<file path="config.mk">
export PLATFORM = sky130hd
export DESIGN_NAME = cacheline_adaptor
export DESIGN_NICKNAME = d
export VERILOG_FILES = /design/src/rtl/rv32i_types.sv /design/src/rtl/cacheline_adaptor.sv
export SDC_FILE = /design/constraint.sdc
export NUM_CORES = 1
export LEC_CHECK = 0
export BUFFER_PORTS_ARGS = -buffer_cell sky130_fd_sc_hd__buf_2
export CAP_MARGIN = 20
export CORE_MARGIN = 2
export CORE_UTILIZATION = 25
export CTS_CLUSTER_DIAMETER = 30
export CTS_CLUSTER_SIZE = 10
export DETAILED_ROUTE_END_ITERATION = 10
export SLEW_MARGIN = 20
export SYNTH_ARGS = -nofsm -noshare
export SYNTH_HDL_FRONTEND = slang
export SYNTH_SLANG_ARGS = --single-unit
</file>
<file path="constraint.sdc">
create_clock -name clk -period 3.8 [get_ports clk]
set_clock_uncertainty 0.15 [all_clocks]
set_input_delay 0.76 -clock clk [delete_from_list [all_inputs] [get_ports clk]]
set_output_delay 0.76 -clock clk [all_outputs]
set_load 0.02 [all_outputs]
</file>
<file path="src/rtl/rv32i_types.sv">
// Shared types for the cache miss path: line/beat words and the burst adaptor states.
package rv32i_types;

    localparam int line_bits  = 32'd256;
    localparam int burst_bits = 32'd64;

    typedef logic [line_bits-1:0]  cacheline_t;
    typedef logic [burst_bits-1:0] burst_t;

    typedef enum logic [2:0] {
        IDLE     = 3'd0,
        RD_BURST = 3'd1,
        RD_DONE  = 3'd2,
        WR_BURST = 3'd3,
        WR_DONE  = 3'd4
    } adaptor_state_t;

endpackage

</file>
<file path="src/rtl/cacheline_adaptor.sv">
// Converts one cache-line read/write into a fixed-length memory burst,
// assembling beats on reads and serialising the line on writes.
module cacheline_adaptor
    import rv32i_types::*;
#(
    parameter int s_line  = line_bits,
    parameter int s_burst = burst_bits
)
(
    input  logic                clk,
    input  logic                rst,
    input  logic [s_line-1:0]   line_i,
    output logic [s_line-1:0]   line_o,
    input  logic [31:0]         address_i,
    input  logic                read_i,
    input  logic                write_i,
    output logic                resp_o,
    input  logic [s_burst-1:0]  burst_i,
    output logic [s_burst-1:0]  burst_o,
    output logic [31:0]         address_o,
    output logic                read_o,
    output logic                write_o,
    input  logic                resp_i
);

    localparam int               burst_len = s_line / s_burst;
    localparam int               cnt_w     = $clog2(burst_len);
    localparam logic [cnt_w-1:0] last_beat = cnt_w'(burst_len - 1);
    localparam logic [cnt_w-1:0] cnt_one   = cnt_w'(1);

    adaptor_state_t      state_r;
    logic [cnt_w-1:0]    cnt_r;
    logic [s_line-1:0]   buf_r;
    logic [s_line-1:0]   buf_fill_s;

    // Read demux: the line buffer with the incoming beat dropped into the current slot
    always_comb begin
        buf_fill_s = buf_r;
        buf_fill_s[int'(cnt_r)*s_burst +: s_burst] = burst_i;
    end

    // Write mux: current beat of the latched line, quiet outside a write burst
    always_comb begin
        if (state_r == WR_BURST) begin
            burst_o = buf_r[int'(cnt_r)*s_burst +: s_burst];
        end else begin
            burst_o = {s_burst{1'b0}};
        end
    end

    // Transaction FSM; address_o doubles as the latched request address
    always_ff @(posedge clk or negedge rst) begin
        if (!rst) begin
            state_r   <= IDLE;
            cnt_r     <= {cnt_w{1'b0}};
            buf_r     <= {s_line{1'b0}};
            line_o    <= {s_line{1'b0}};
            address_o <= 32'd0;
            read_o    <= 1'b0;
            write_o   <= 1'b0;
            resp_o    <= 1'b0;
        end else begin
            resp_o <= 1'b0;
            case (state_r)
                IDLE: begin
                    // Write-back takes priority so a dirty victim leaves before its refill
                    if (write_i) begin
                        buf_r     <= line_i;
                        address_o <= address_i;
                        cnt_r     <= {cnt_w{1'b0}};
                        write_o   <= 1'b1;
                        state_r   <= WR_BURST;
                    end else if (read_i) begin
                        address_o <= address_i;
                        cnt_r     <= {cnt_w{1'b0}};
                        read_o    <= 1'b1;
                        state_r   <= RD_BURST;
                    end
                end
                RD_BURST: begin
                    if (resp_i) begin
                        buf_r <= buf_fill_s;
                        cnt_r <= cnt_r + cnt_one;
                        if (cnt_r == last_beat) begin
                            line_o  <= buf_fill_s;
                            read_o  <= 1'b0;
                            resp_o  <= 1'b1;
                            state_r <= RD_DONE;
                        end
                    end
                end
                RD_DONE: begin
                    state_r <= IDLE;
                end
                WR_BURST: begin
                    if (resp_i) begin
                        cnt_r <= cnt_r + cnt_one;
                        if (cnt_r == last_beat) begin
                            write_o <= 1'b0;
                            resp_o  <= 1'b1;
                            state_r <= WR_DONE;
                        end
                    end
                end
                WR_DONE: begin
                    state_r <= IDLE;
                end
                default: begin
                    read_o  <= 1'b0;
                    write_o <= 1'b0;
                    state_r <= IDLE;
                end
            endcase
        end
    end

endmodule

</file>
# Word level (Yosys, flattened, before mapping)
# Cells that the tools add are included.
# totals
reg_bits	552
input_bits	357
out_inout_bits	355
word_cells	71
# op_classes
addsub	2
n_eq_ne	14
n_shift	3
mux	28
n_bitwise	2
reduce_logical	14
# ops
cell	n
$mux W256	2
$pmux W256 S2	1
$bwmux W256	1
$shift A64 B33 Y256 const A	1
$shiftx A256 B9 Y64	1
$shiftx A64 B33 Y256	1
$mux W32	2
$mux W64	1
$neg A8 Y33	1
$mux W3	6
$ne A2 B2 Y1 const B	6
$reduce_and A5 Y1	2
$pmux W3 S3	1
$reduce_and A3 Y1	3
$mux W1	8
$eq A3 B2 Y1 const B	2
$mux W2	3
$pmux W1 S3	2
$reduce_bool A2 Y1	3
$reduce_or A3 Y1	2
$ne A2 B1 Y1 const B	2
$pmux W2 S2	1
$reduce_and A4 Y1	1
$eq A3 B1 Y1 const B	1
other kinds (8)	9

# Logic depth before layout (Yosys ltp)
# Gate-level depths: netlist (run 1).
# logic_depth
word_depth	5
depth_mapped	12
depth_no_buf	6

# Worst setup path after synthesis (run 1)
# No wires, ideal clock.
# synth_path
path_kind	reg2reg
start	reg cnt_r[0]
end	reg buf_r[201]
setup_time_ns	0.126
t_arrival_ns	2.859
required_time_ns	3.524
setup_slack_ns	0.665
stages_incl_launch_ff	13
n_path_buf	6
synth_period_minus_slack_ns	3.135
path_cell_list	dfrtp_1 clkbuf_1 buf_2 buf_2 inv_1 ha_1 and3b_1 nor2b_1 buf_2 and3_1 clkbuf_1 buf_2 a221o_1
# synth_via
elab_chain_cells	5
word_cells_on_any_way	6
classes_between	add/sub (1); shift (2); mux (3)
# synth_rtl
item	line	source
from (decl)	cacheline_adaptor.sv:32	logic [cnt_w-1:0] cnt_r;
from (signal assigned)	cacheline_adaptor.sv:55	cnt_r <= {cnt_w{1'b0}};
from (signal assigned)	cacheline_adaptor.sv:70	cnt_r <= {cnt_w{1'b0}};
from (signal assigned)	cacheline_adaptor.sv:75	cnt_r <= {cnt_w{1'b0}};
$neg A8 Y33 *	cacheline_adaptor.sv:39	buf_fill_s[int'(cnt_r)*s_burst +: s_burst] = burst_i;
$shiftx A64 B33 Y256 or $shift A64 B33 Y256 (tied branches)	cacheline_adaptor.sv:39	
$bwmux W256 *	cacheline_adaptor.sv:39	
$mux W256 *	cacheline_adaptor.sv:81	if (resp_i) begin
$pmux W256 S2 *	cacheline_adaptor.sv:64	case (state_r)
to (signal assigned)	cacheline_adaptor.sv:56	buf_r <= {s_line{1'b0}};
to (signal assigned)	cacheline_adaptor.sv:68	buf_r <= line_i;
to (signal assigned)	cacheline_adaptor.sv:82	buf_r <= buf_fill_s;
to (decl)	cacheline_adaptor.sv:33	logic [s_line-1:0] buf_r;
# Mark *: on every way between the ends. The rest lies on a longest branch, timed or not. The select of a mux whose other input is x is not followed.
# A chain may end at the register's enable or synchronous reset.

# Worst setup path after layout (run 1)
# layout_path
start	reg cnt_r[0]
end	out burst_o[53]
# layout_via
elab_chain_cells	2
# layout_rtl
item	line	source
$shiftx A256 B9 Y64	cacheline_adaptor.sv:45	burst_o = buf_r[int'(cnt_r)*s_burst +: s_burst];
$mux W64	cacheline_adaptor.sv:44	if (state_r == WR_BURST) begin
to (decl)	cacheline_adaptor.sv:19	output logic [s_burst-1:0] burst_o,
# Every way passes these cells.

==> results of run 1 <==
through the flow:
step                      utilization  worst slack (ns)  instance area, um2  std cells  total power, mW
after detailed placement        0.303             0.656               32000       4452             26.9
after CTS                       0.353            0.0425               37300       4727             40.4
after global routing            0.353            0.0339               37400       4738             42.0
after global placement          0.303             0.688               32000       4452             26.7
final                           0.354             0.125               37400       4744             40.2
after floorplan                     -             0.665               26700       2553             20.0
how the worst max path moves through the flow:
| stage | endpoint | depth (start not counted) | slack, ns | start |
|---|---|---|---|---|
| 4_1_cts | burst_o[37] | 5 | 0.04 | state_r[2] |
| 3_5_place_dp | buf_r[112] | 7 | 0.66 | cnt_r[1] |
| 2_1_floorplan | buf_r[201] | 12 | 0.67 | cnt_r[0] |
| 5_1_grt | burst_o[39] | 4 | 0.03 | cnt_r[0] |
| 3_3_place_gp | buf_r[127] | 6 | 0.69 | cnt_r[0] |
| 6_report | burst_o[53] | 4 | 0.13 | cnt_r[0] |
worst max-delay path: cells and delay by family (launching register included):
| family | cells | cell delay, ns |
|---|---|---|
| buffers and inverters | 2 | 0.71 |
| muxes | 1 | 0.67 |
| and+or+nand+nor | 1 | 0.17 |
| DFF | 1 | 0.43 |
flip-flops by register name, indices dropped and copies added (netlist names):
signal and cells:
cnt_r 2, buf_r 256, address_o 32, state_r 3, resp_o 1, write_o 1, read_o 1, line_o 256
final cells by class:
| type | instances | area share |
|---|---|---|
| flip-flops and latches | 552 | 0.370 |
| multi-input cells | 1645 | 0.312 |
| repair buffers | 794 | 0.122 |
| inverters | 71 | 0.00740 |
| clock buffers | 200 | 0.114 |
| well taps | 1391 | 0.0466 |
| clock inverters | 74 | 0.0273 |
| diodes | 17 | 0.00114 |
power by group through the flow:
stage          combinational, mW  sequential (mW)  clock [mW]
2_1_floorplan               7.75             12.2           0
3_3_place_gp                15.8             10.9           0
3_5_place_dp                16.0             10.9           0
4_1_cts                     16.1             10.9        13.4
5_1_grt                     17.1             11.3        13.7
6_report                    16.0             10.9        13.2
Yosys cell counts (11+ instances only):
| library cell | n | area (um2) |
|---|---|---|
| mux4_2 | 64 | 1440 |
| inv_1 | 68 | 255 |
| clkbuf_1 | 203 | 762 |
| a222oi_1 | 63 | 631 |
| a31oi_1 | 61 | 382 |
| a221oi_1 | 234 | 2050 |
| buf_1 | 13 | 48.8 |
| and2_0 | 12 | 75.1 |
| nor2_1 | 489 | 1840 |
| a2bb2oi_1 | 21 | 184 |
| buf_2 | 69 | 345 |
| mux2_2 | 32 | 360 |
| a21oi_1 | 127 | 636 |
| and3_1 | 66 | 413 |
| dfrtp_1 | 552 | 13800 |
| and2_1 | 89 | 557 |
| o2bb2ai_1 | 107 | 937 |
| nand3_1 | 20 | 100 |
| o21ai_0 | 11 | 55.1 |
| a221o_1 | 56 | 561 |
| or3b_2 | 20 | 175 |
| nor2b_1 | 68 | 425 |
| nand2_1 | 39 | 146 |
| a21o_1 | 19 | 143 |
per-layer routing:
layer | track usage | part of all wire | routed length, um | up-vias
li1 | - | - | - | 10932
met1 | 0.292 | 0.39 | 52100 | 13180
met2 | 0.374 | 0.47 | 62500 | 1633
met3 | 0.0720 | 0.097 | 13000 | 344
met4 | 0.120 | 0.044 | 5820 | 36
met5 | 0 | 0.0017 | 232 | -
logic make-up after synthesis:
| logic type | count (synthesis) | share of synthesized area |
|---|---|---|
| AO/OA/AOI/OAI | 717 | 0.213 |
| adder cells (fa/ha/maj) | 6 | 0.00281 |
| flip-flops | 552 | 0.517 |
| multiplexers | 97 | 0.0678 |
| AND/OR/NAND/NOR | 824 | 0.146 |
| buffers and inverters | 356 | 0.0532 |
| XOR/XNOR | 1 | 0.000328 |
repair_timing:
item,CTS,global route
hold endpoints to repair,30,0
setup endpoints to repair,11,16
gates resized for setup,1,1
hold buffers,1,0
==> flow_summary.ini, run 1 <==
[die]
die_y_um = 331
fp.dieW_um = 331
rows = 119
die_area_um2 = 110000
start_util = 0.253
core_area_um2 = 106000
pin_count = 712

[synthesis]
synthCells = 2553
syn_area_um2 = 26700
synth_warnings = 0
synthArstFlopShare = 1.00
syn_nets = 2916
synth_edf_count = 0
synth_seq_area_share = 0.517
synth_seq_cells = 552
synth.distinct_cells = 49
avgSynthCellArea_um2 = 10.5
synthFlopType = dfrtp_1

[worst_setup_path]
reg2reg_slack_ns = 0.74
path_cells = buf_4 -> mux4_2 -> nor2b_1 -> buf_2
end_kind = output port
required_ns = 2.89
critPathMaxFanout = 27
rr_worst_depth = 7
timing.rr.end = buf_r[15]
cp-start-kind = flop
cp_data_arrival_time_ns = 2.76
slowest_delay_ns = 0.67
slowest_stage = mux4_2
reg2reg_from = cnt_r[1]
worstSetupPathType = reg -> out

[power_and_ir_drop]
switching_power_mw = 16.6
combPwrFrac = 0.399
p_int_mw = 23.6
power_frac_clock = 0.329
vdd_drop_max_mv = 0.551
p_per_area_nw_per_um2 = 1080
p_leak_nw = 17.2
switching_share = 0.413
seq_power_share = 0.272

[global_routing]
gr-usage-all-layers = 0.236
grt_pass1_vias = 26078
grt_first_pass_wirelength_um = 187000
antenna_found_initial = 37
grt_max_degree = 116
grt_overflow_total = 0

[run]
cap_violations = 0

[placed_design]
gp_congestion = 0.850
io_buffers = 711
hpwl_um = 86300

[clock_network]
clock_latency_ns = 0.75
cts_tree = built
clk_path_buf_depth = 3
cts_setup_buffers = 0
cts_htree_levels = 4
cts.sinks = 552
cts_root_buf = clkbuf_16
clk_pin_slew_worst_paths_ns = 0.05
cts_made_buffers = 153

[routing]
wl_per_cell_um = 28.2
vias = 26125
ant_nets = 0
drc = 0
drt-initial-drc-count = 2727
dr.pass1.iters = 7
vias_per_cell = 5.51
postRouteWirelength_um = 134000

[final_layout]
area_growth_pct = 39.8
multi_input_area_um2 = 11700
most-common-layout-cells = 710 x buf_2, 548 x dfrtp_1, 486 x nor2_1, 234 x a221oi_1, 156 x clkbuf_16
ff_latch_area_um2 = 13800
num-fill-cells = 10697
final_common_cell = buf_2
drive_gt1_frac = 0.357
nNetsFinal = 3580

[timing]
drv_slew = 0
hold-worst-slack_ns = 0.0750
fin_crit_ns = 3.67
tns_ns = 0
fmax_mhz = 272
final-hold-violation-count = 0
worst_slew_pin_slew_ns = 1.05
finalCritPeriodShare = 0.967
slew_headroom = 0.297
rsz0062_at_grt = no
setup_viol = 0

[min_path]
hold_class = in -> reg
whs_path_depth = 3
hold_start = line_i[117]
min_to = buf_r[117]

[status]
outcome = complete, no violations
No activity file was read; power rests on OpenSTA's default activity.
==> inputs of run 2 (changes only) <==
==> constraint.sdc (replaced) <==
create_clock -name clk -period 4.66 [get_ports clk]
set_clock_uncertainty 0.15 [all_clocks]
set_input_delay 0.932 -clock clk [delete_from_list [all_inputs] [get_ports clk]]
set_output_delay 0.932 -clock clk [all_outputs]
set_load 0.02 [all_outputs]
==> flow_summary.ini, run 2 (synthesis gave the netlist of run 1 again) <==
[clock_network]
cts_htree_levels = 4
cts_tree = built
clk_path_buf_depth = 3
postCtsResizedCells = 0
clock_latency_ns = 0.73
cts.sinks = 552
cts_made_buffers = 155
ctsHoldBuffers = 0
cts_root_buf = clkbuf_16
cts_setup_buffers = 0
clk_pin_slew_worst_paths_ns = 0.04

[timing]
setup_viol = 0
tns_ns = 0
drv_slew = 0
worst_slew_pin_slew_ns = 1.10
rsz0062_at_grt = no
slew_headroom = 0.267
final-hold-violation-count = 0
hold-worst-slack_ns = 0.129
final.setup.worst_slack_ns = 0.354
fmax_mhz = 232
finalCritPeriodShare = 0.924
fin_crit_ns = 4.31

[global_routing]
grt_max_degree = 137
gr-usage-all-layers = 0.226
grt_first_pass_wirelength_um = 181000
grt_pass1_vias = 26314
antenna_found_initial = 34
grt_overflow_total = 0

[run]
cap_violations = 0

[worst_setup_path]
end_kind = output port
critPathMaxFanout = 31
cp-start-kind = flop
worstSetupPathType = reg -> out
cp_data_arrival_time_ns = 3.22
required_ns = 3.58

[routing]
vias = 26151
drc = 0
wl_per_cell_um = 27.0
postRouteWirelength_um = 128000
dr.pass1.iters = 7
ant_nets = 0
vias_per_cell = 5.52
drt-initial-drc-count = 2796

[placed_design]
gp_congestion = 0.848
io_buffers = 711
pre_cts_ws_ns = 0.996
hpwl_um = 83600

[final_layout]
top_regs = buf_r (256), line_o (256), address_o (32)
drive_gt1_frac = 0.357
final_common_cell = buf_2
nNetsFinal = 3577
most-common-layout-cells = 710 x buf_2, 549 x dfrtp_1, 486 x nor2_1, 234 x a221oi_1, 157 x clkbuf_16
area_growth_pct = 39.6

[power_and_ir_drop]
total_power_mw = 32.6
p_leak_nw = 17.3
p_per_area_nw_per_um2 = 874
vdd_drop_max_mv = 0.474

[die]
fp.dieW_um = 331
pin_count = 712
rows = 119
core_area_um2 = 106000
start_util = 0.253
die_y_um = 331
die_area_um2 = 110000

[min_path]
hold_class = in -> async

[status]
outcome = complete, no violations
==> run 2: cell count changes in the layout (fill, tap and decap cells not counted), moves of 2 or more <==
cell,change
clkbuf_8,+6
buf_4,+4
buf_12,-7
diode_2,-3
clkinv_2,+7
inv_6,-4
clkinvlp_4,-5
clkinv_8,+3
bufinv_16,+2
clkinv_4,-5
==> run 2: path summary, 6_finish.rpt <==
kind | end | cells past startpoint | slack, ns | start
worst min-delay path | address_o[20] | 1 | 0.13 | rst
max in group asynchronous | line_o[152] | 2 | 3.06 | rst
worst max register to register | buf_r[21] | 7 | 0.98 | cnt_r[0]
min in group clk | buf_r[64] | 3 | 0.26 | line_i[64]
worst min register to register | line_o[254] | 2 | 0.34 | line_o[254]
worst max-delay path | burst_o[6] | 4 | 0.35 | cnt_r[0]
==> run 2: layout make-up <==
type	count	area [um2]
Inverter	71	277
Fill cell	10634	68400
Clock buffer	208	4370
Tap cell	1391	1740
Multi-Input combinational cell	1645	11700
Clock inverter	70	998
Timing Repair Buffer	789	4420
Sequential cell	552	13800
Antenna cell	14	35.0
==> run 2: stage by stage <==
step | instance area, um2 | utilization | instances
floorplan | 26700 | - | 2553
global placement | 31900 | 0.302 | 4448
detailed placement | 31900 | 0.302 | 4448
CTS | 37300 | 0.353 | 4726
global route | 37300 | 0.353 | 4736
finish | 37300 | 0.353 | 4740
==> run 2: per-layer routing <==
layer / vias to the layer above / track usage / routed length, um
li1: 10936 / - / -
met3: 371 / 0.0724 / 13200
met4: 40 / 0.119 / 6170
met1: 13109 / 0.280 / 49200
met2: 1695 / 0.350 / 59000
met5: - / 0 / 261
==> run 2: where the power goes <==
part | internal, mW | switching, mW | total [mW]
logic | 4.62 | 8.18 | 12.8
registers | 7.15 | 1.82 | 8.97
clock network | 7.61 | 3.26 | 10.9
==> run 2: worst max-delay path, stage by stage, from the launching register on <==
cell	delay, ns
dfrtp_4	0.68
buf_4	0.71
mux4_2	0.64
nor2b_1	0.15
buf_2	0.20
